`src/rtl/pipe_hazard_ctrl.sv`:
```
// Scoreboard hazard/issue controller between ID and EX of the 3-stage 16-bit pipeline.
// Tracks pending writes per register, stalls ID on unready sources and drives EX forwarding selects.
module pipe_hazard_ctrl #(
    parameter int NREGS  = 4,
    parameter int WB_LAT = 2,
    parameter int FWD_EN = 1
) (
    input  logic             clk,
    input  logic             rst,
    input  logic             id_valid,
    input  logic [15:0]      id_instr,
    input  logic             flush,
    output logic             stall,
    output logic             issue,
    output logic             ex_valid,
    output logic [15:0]      ex_instr,
    output logic             fwd_sel1,
    output logic             fwd_sel2,
    output logic [NREGS-1:0] busy_vec,
    output logic             illegal,
    output logic [15:0]      stall_cycles
);

    localparam logic [2:0] LAT       = 3'(WB_LAT);
    localparam logic [4:0] NREGS_W   = 5'(NREGS);
    localparam logic       FWD_ON    = (FWD_EN != 0);

    logic [3:0]  opcode;
    logic [3:0]  rdIdx;
    logic [3:0]  rs1Idx;
    logic [3:0]  rs2Idx;

    logic        readsRs1;
    logic        readsRs2;
    logic        writesRd;
    logic        legalInstr;

    logic [2:0]  cntRs1;
    logic [2:0]  cntRs2;
    logic        hazRs1;
    logic        hazRs2;
    logic        fwdRs1;
    logic        fwdRs2;

    logic        stallInt;
    logic        issueInt;
    logic        squash;

    logic [2:0]  cnt_q [NREGS];
    logic [2:0]  cnt_d [NREGS];

    logic        exValid_q;
    logic        exValid_d;
    logic [15:0] exInstr_q;
    logic [15:0] exInstr_d;
    logic        fwdSel1_q;
    logic        fwdSel1_d;
    logic        fwdSel2_q;
    logic        fwdSel2_d;
    logic        illegal_q;
    logic        illegal_d;
    logic [15:0] stallCnt_q;
    logic [15:0] stallCnt_d;

    assign opcode = id_instr[15:12];
    assign rdIdx  = id_instr[11:8];
    assign rs1Idx = id_instr[7:4];
    assign rs2Idx = id_instr[3:0];

    // Opcode classes: 0 = NOP, 1..B = rs1+rs2->rd, C..D = rs1->rd, E..F = rs1+rs2 with no write.
    always_comb begin
        readsRs1   = (opcode != 4'h0);
        readsRs2   = (opcode != 4'h0) && (opcode != 4'hC) && (opcode != 4'hD);
        writesRd   = (opcode != 4'h0) && (opcode <= 4'hD);
        legalInstr = (!readsRs1 || ({1'b0, rs1Idx} < NREGS_W)) &&
                     (!readsRs2 || ({1'b0, rs2Idx} < NREGS_W)) &&
                     (!writesRd || ({1'b0, rdIdx}  < NREGS_W));
    end

    // Out-of-range source fields read as idle; such instructions are squashed as illegal anyway.
    always_comb begin
        cntRs1 = 3'd0;
        cntRs2 = 3'd0;
        for (int r = 0; r < NREGS; r++) begin
            if (rs1Idx == 4'(r)) begin
                cntRs1 = cnt_q[r];
            end
            if (rs2Idx == 4'(r)) begin
                cntRs2 = cnt_q[r];
            end
        end
    end

    // A count of one means the producer sits in EX, so forwarding can cover it.
    always_comb begin
        if (FWD_ON) begin
            hazRs1 = (cntRs1 > 3'd1);
            hazRs2 = (cntRs2 > 3'd1);
        end else begin
            hazRs1 = (cntRs1 != 3'd0);
            hazRs2 = (cntRs2 != 3'd0);
        end
        fwdRs1 = FWD_ON && (cntRs1 == 3'd1);
        fwdRs2 = FWD_ON && (cntRs2 == 3'd1);
    end

    always_comb begin
        stallInt = id_valid && !flush && ((readsRs1 && hazRs1) || (readsRs2 && hazRs2));
        issueInt = id_valid && !flush && !stallInt && legalInstr;
        squash   = id_valid && !flush && !stallInt && !legalInstr;
    end

    assign stall = stallInt;
    assign issue = issueInt;

    // Counters drain every cycle; a new write to rd reloads it, so the last writer wins.
    always_comb begin
        for (int r = 0; r < NREGS; r++) begin
            cnt_d[r] = (cnt_q[r] != 3'd0) ? (cnt_q[r] - 3'd1) : 3'd0;
            if (issueInt && writesRd && (rdIdx == 4'(r))) begin
                cnt_d[r] = LAT;
            end
        end
    end

    always_comb begin
        exValid_d  = issueInt;
        exInstr_d  = issueInt ? id_instr : 16'h0000;
        fwdSel1_d  = issueInt && readsRs1 && fwdRs1;
        fwdSel2_d  = issueInt && readsRs2 && fwdRs2;
        illegal_d  = squash;
        stallCnt_d = stallCnt_q;
        if (stallInt && (stallCnt_q != 16'hFFFF)) begin
            stallCnt_d = stallCnt_q + 16'd1;
        end
    end

    always_ff @(posedge clk or posedge rst) begin
        if (rst) begin
            for (int r = 0; r < NREGS; r++) begin
                cnt_q[r] <= 3'd0;
            end
            exValid_q  <= 1'b0;
            exInstr_q  <= 16'h0000;
            fwdSel1_q  <= 1'b0;
            fwdSel2_q  <= 1'b0;
            illegal_q  <= 1'b0;
            stallCnt_q <= 16'h0000;
        end else begin
            for (int r = 0; r < NREGS; r++) begin
                cnt_q[r] <= cnt_d[r];
            end
            exValid_q  <= exValid_d;
            exInstr_q  <= exInstr_d;
            fwdSel1_q  <= fwdSel1_d;
            fwdSel2_q  <= fwdSel2_d;
            illegal_q  <= illegal_d;
            stallCnt_q <= stallCnt_d;
        end
    end

    always_comb begin
        for (int r = 0; r < NREGS; r++) begin
            busy_vec[r] = (cnt_q[r] != 3'd0);
        end
    end

    assign ex_valid     = exValid_q;
    assign ex_instr     = exInstr_q;
    assign fwd_sel1     = fwdSel1_q;
    assign fwd_sel2     = fwdSel2_q;
    assign illegal      = illegal_q;
    assign stall_cycles = stallCnt_q;

endmodule
```
`config.mk`:
```
export PLATFORM = sky130hd
export DESIGN_NAME = pipe_hazard_ctrl
export DESIGN_NICKNAME = d
export VERILOG_FILES = /design/src/rtl/pipe_hazard_ctrl.sv
export SDC_FILE = /design/constraint.sdc
export NUM_CORES = 1
export LEC_CHECK = 0
export BUFFER_PORTS_ARGS = -buffer_cell sky130_fd_sc_hd__buf_4
export CAP_MARGIN = 20
export CORE_ASPECT_RATIO = 0.9
export CORE_MARGIN = 2
export CORE_UTILIZATION = 25
export CTS_BUF_LIST = sky130_fd_sc_hd__clkbuf_16
export CTS_CLUSTER_DIAMETER = 60
export DETAILED_ROUTE_END_ITERATION = 8
export SYNTH_ARGS = -nofsm -noshare
export SYNTH_HDL_FRONTEND = slang
export SYNTH_SLANG_ARGS = --single-unit
```
`constraint.sdc`:
```
create_clock -name clk -period 5.3 [get_ports clk]
set_input_delay 0.795 -clock clk [delete_from_list [all_inputs] [get_ports clk]]
set_output_delay 0.795 -clock clk [all_outputs]
set_load 0.03 [all_outputs]
```
==> metrics.md <==
| Metric | Value |
|---|---|
| Outcome | `finished, final reports clean` |
| Syn Area/Cell | `roughly 11 um2` |
| Via/cell ratio | `approximately 4.5` |
| Drt initial violations | `66` |
| Synthesized area | `2347 um2` |
| EDFF count, synth | `0` |
| Diode count | `0` |
| Clock Tree Buf Depth | `2` |
| Site row count | `33` |
| Logic pwr share | `0.083` |
| DRC | `0` |
| Synthesized net count | `242` |
| Die Height | `95.93 um` |
| Max Slew Vio Count | `0` |
| CTS clk-pin slew, worst paths | `approximately 0.070 ns` |
| Clk_lat worst skew | `around 0.28 ns` |
| First-pass GRT wire length | `just under 9000 um` |
| Layout Utilization | `0.3377` |
| H-Tree Depth | `2` |
| Arr. time, crit path | `between 2 and 3 ns` |
| Flop pwr share | `0.501` |
| Worst setup SP type | `primary input` |
| Headroom to the max-slew limit | `0.6326` |
| Maxcap violations | `0` |
| Root buf cell | `clkbuf_16` |
| Switching part of the total | `0.2364` |
| TritonCTS Buffers | `5` |
| Clk sinks | `48` |
| Number of gates resized after CTS | `0` |
| Die area | `between 10000 and 15000 um2` |
| Yosys cell types | `47` |
| # Post-CTS Setup Buffers | `0` |
| Core box area | `approximately 9100 um2` |
| I/O Buffers | `61` |
| Total vias in the final route | `1790` |
| Initial antenna violation count | `0` |
| Area delta synth->final | `31.29%` |
| FF+latch area | `roughly 1200 um2` |
| Leak | `1.583 nW` |
| Commonest cells after routing, fill and taps aside | `buf_4 (61), dfrtp_1 (48), and2_1 (18)` |
| Largest net degree at the start of global routing | `49` |
| Hold Crit Class | `in2async` |
| RSZ-0062 raised after global routing | `no` |
| Worst setup EP type | `output port` |
| Total iterations of the first detailed-routing run | `4` |
| Final Cycle Share | `0.6932` |
| Max Clock Skew | `between 0.01 and 0.015 ns` |
| Hpwl dp | `slightly below 4000 um` |
| Nets | `just over 300` |
| Antenna Violating Nets Remaining | `0` |
| Fmax | `272.2 MHz` |
| Endpoints failing hold | `0` |
| IO Pins | `between 60 and 70` |
| Die X | `between 100 and 150 um` |
| Post-Syn Instances | `213` |
| Vias in the first global route | `1797` |
| Required time of the critical path | `about 4.5 ns` |
| Initial Utilization | `0.2572` |
| Total track usage | `0.1078` |
| Wire per inst | `about 13 um` |
| Net Sw Power | `approximately 0.18 mW` |
| Placer Congestion | `between 0.7 and 0.8` |
| Leading cell type in the layout, fill and taps excluded | `buf_4` |
| Cell-internal power | `~0.57 mW` |
| CP Class | `in2out` |
| Top_reg_cell synth | `dfrtp_1` |
| Least-Margin Pin Slew | `~0.55 ns` |
| CTS tree | `built` |
| Seq/Total Area, Yosys | `0.5117` |
| Area of the multi-input gates | `1051 um2` |
| Peak supply drop | `about 0.11 mV` |
| Power Total | `between 0.7 and 0.8 mW` |
| Fin crit period | `~3.7 ns` |
| Setup_tns | `0 ns` |
| Hold Buf Count CTS | `0` |
| Part of the power in the clock network | `0.416` |
| DRT Wirelength | `between 5000 and 6000 um` |
| Final setup fails | `0` |
| Yosys warnings | `0` |
| FILL cells | `roughly 960` |
| Synthesis-stage register bit count | `between 40 and 50` |
| Layout cells sized above 1 | `0.2914` |
| Cell Pwr Density | `between 200 and 250 nW/um2` |
| Max FO, Critical Path | `30` |
| Asr flop ratio synth | `1.000` |
| Overflow after GRT | `0` |
[cells in the mapped netlist, types with 2 or more instances]
cell type	number	share of area
a211oi_1	4	0.013
a21boi_0	2	0.0064
a21boi_1	3	0.0096
a21o_1	3	0.0096
a21oi_1	3	0.0064
and2_1	18	0.048
and3_1	4	0.011
and4_1	2	0.0075
clkbuf_1	2	0.0032
dfrtp_1	48	0.51
ha_1	9	0.048
inv_1	14	0.022
mux4_2	3	0.029
nand2_1	9	0.014
nand3_1	13	0.028
nand4_1	8	0.021
nor2_1	9	0.014
nor3_1	5	0.011
nor3b_1	4	0.013
nor4b_1	3	0.011
o21ai_0	5	0.011
or2_0	2	0.0053
or2_1	2	0.0053
or2_2	2	0.0053
xnor2_1	11	0.041
xor2_1	4	0.015
[area by class of cell]
type,count,area share
multi-input cells,145,0.3410
inverters,15,0.01827
repair buffers,62,0.1551
clock buffers,5,0.04060
flip-flops and latches,48,0.3898
well taps,122,0.04953
clock inverters,3,0.005684
[sequential cells by signal, indices dropped and copies added, names as in the netlist]
register      cells
ex_valid          1
stall_cycles     16
cnt_q            12
fwd_sel2          1
ex_instr         16
illegal           1
fwd_sel1          1
[power groups by stage]
stage | combinational (mW) | sequential (mW) | clock, mW
after floorplan | 0.0284 | 0.384 | 0
after global placement | 0.0611 | 0.381 | 0
after detailed placement | 0.0619 | 0.381 | 0
after CTS | 0.0620 | 0.374 | 0.321
after global routing | 0.0693 | 0.374 | 0.335
final | 0.0622 | 0.374 | 0.311
[worst max-delay path, stage by stage]
cell and delay, ns:
buf_4 0.13, nor4_1 0.47, nor3_1 0.14, a22o_4 0.32, or3b_4 0.41, inv_2 0.35, buf_4 0.25
[per-stage QoR]
step	cell area, um2	std cells	setup WS, ns	hold WS (ns)
CTS	3062	399	1.591	0.5195
detailed placement	2919	391	1.605	0.5093
floorplan	2347	213	2.230	0.4520
global route	3082	400	1.430	0.4876
global placement	2919	391	1.656	0.4933
finish	3082	400	1.626	0.4705
[kinds of logic (layout without fill, tap and decap cells)]
family | after synthesis | in the layout | share of synthesized area
flip-flops | 48 | 48 | 0.5117
AND/OR/NAND/NOR | 88 | 88 | 0.2186
XOR/XNOR | 15 | 15 | 0.05597
adder cells (fa/ha/maj) | 9 | 9 | 0.04798
buffers and inverters | 20 | 85 | 0.04051
AO/OA/AOI/OAI | 28 | 28 | 0.08742
multiplexers | 5 | 5 | 0.03784
[path summary, 6_finish.rpt]
kind / from / endpoint / slack, ns / cells after the start
setup reg to reg: cnt_q[2] / fwd_sel1 / 2.70 / 6
hold / removal: rst / ex_instr[3] / 0.47 / 2
min in group clk: stall_cycles[10] / stall_cycles[10] / 0.52 / 1
max in group asynchronous: rst / cnt_q[0] / 4.34 / 3
hold reg to reg: stall_cycles[10] / stall_cycles[10] / 0.52 / 1
setup / recovery: id_instr[13] / issue / 1.63 / 7
[per-layer routing]
metal	global-route usage	up-vias	wire (um)
met5	0	-	0
met3	0.03047	5	284
li1	-	867	-
met1	0.1420	870	2476
met4	0.03070	0	45
met2	0.1741	48	2476
(Power assumes the default switching activity.)
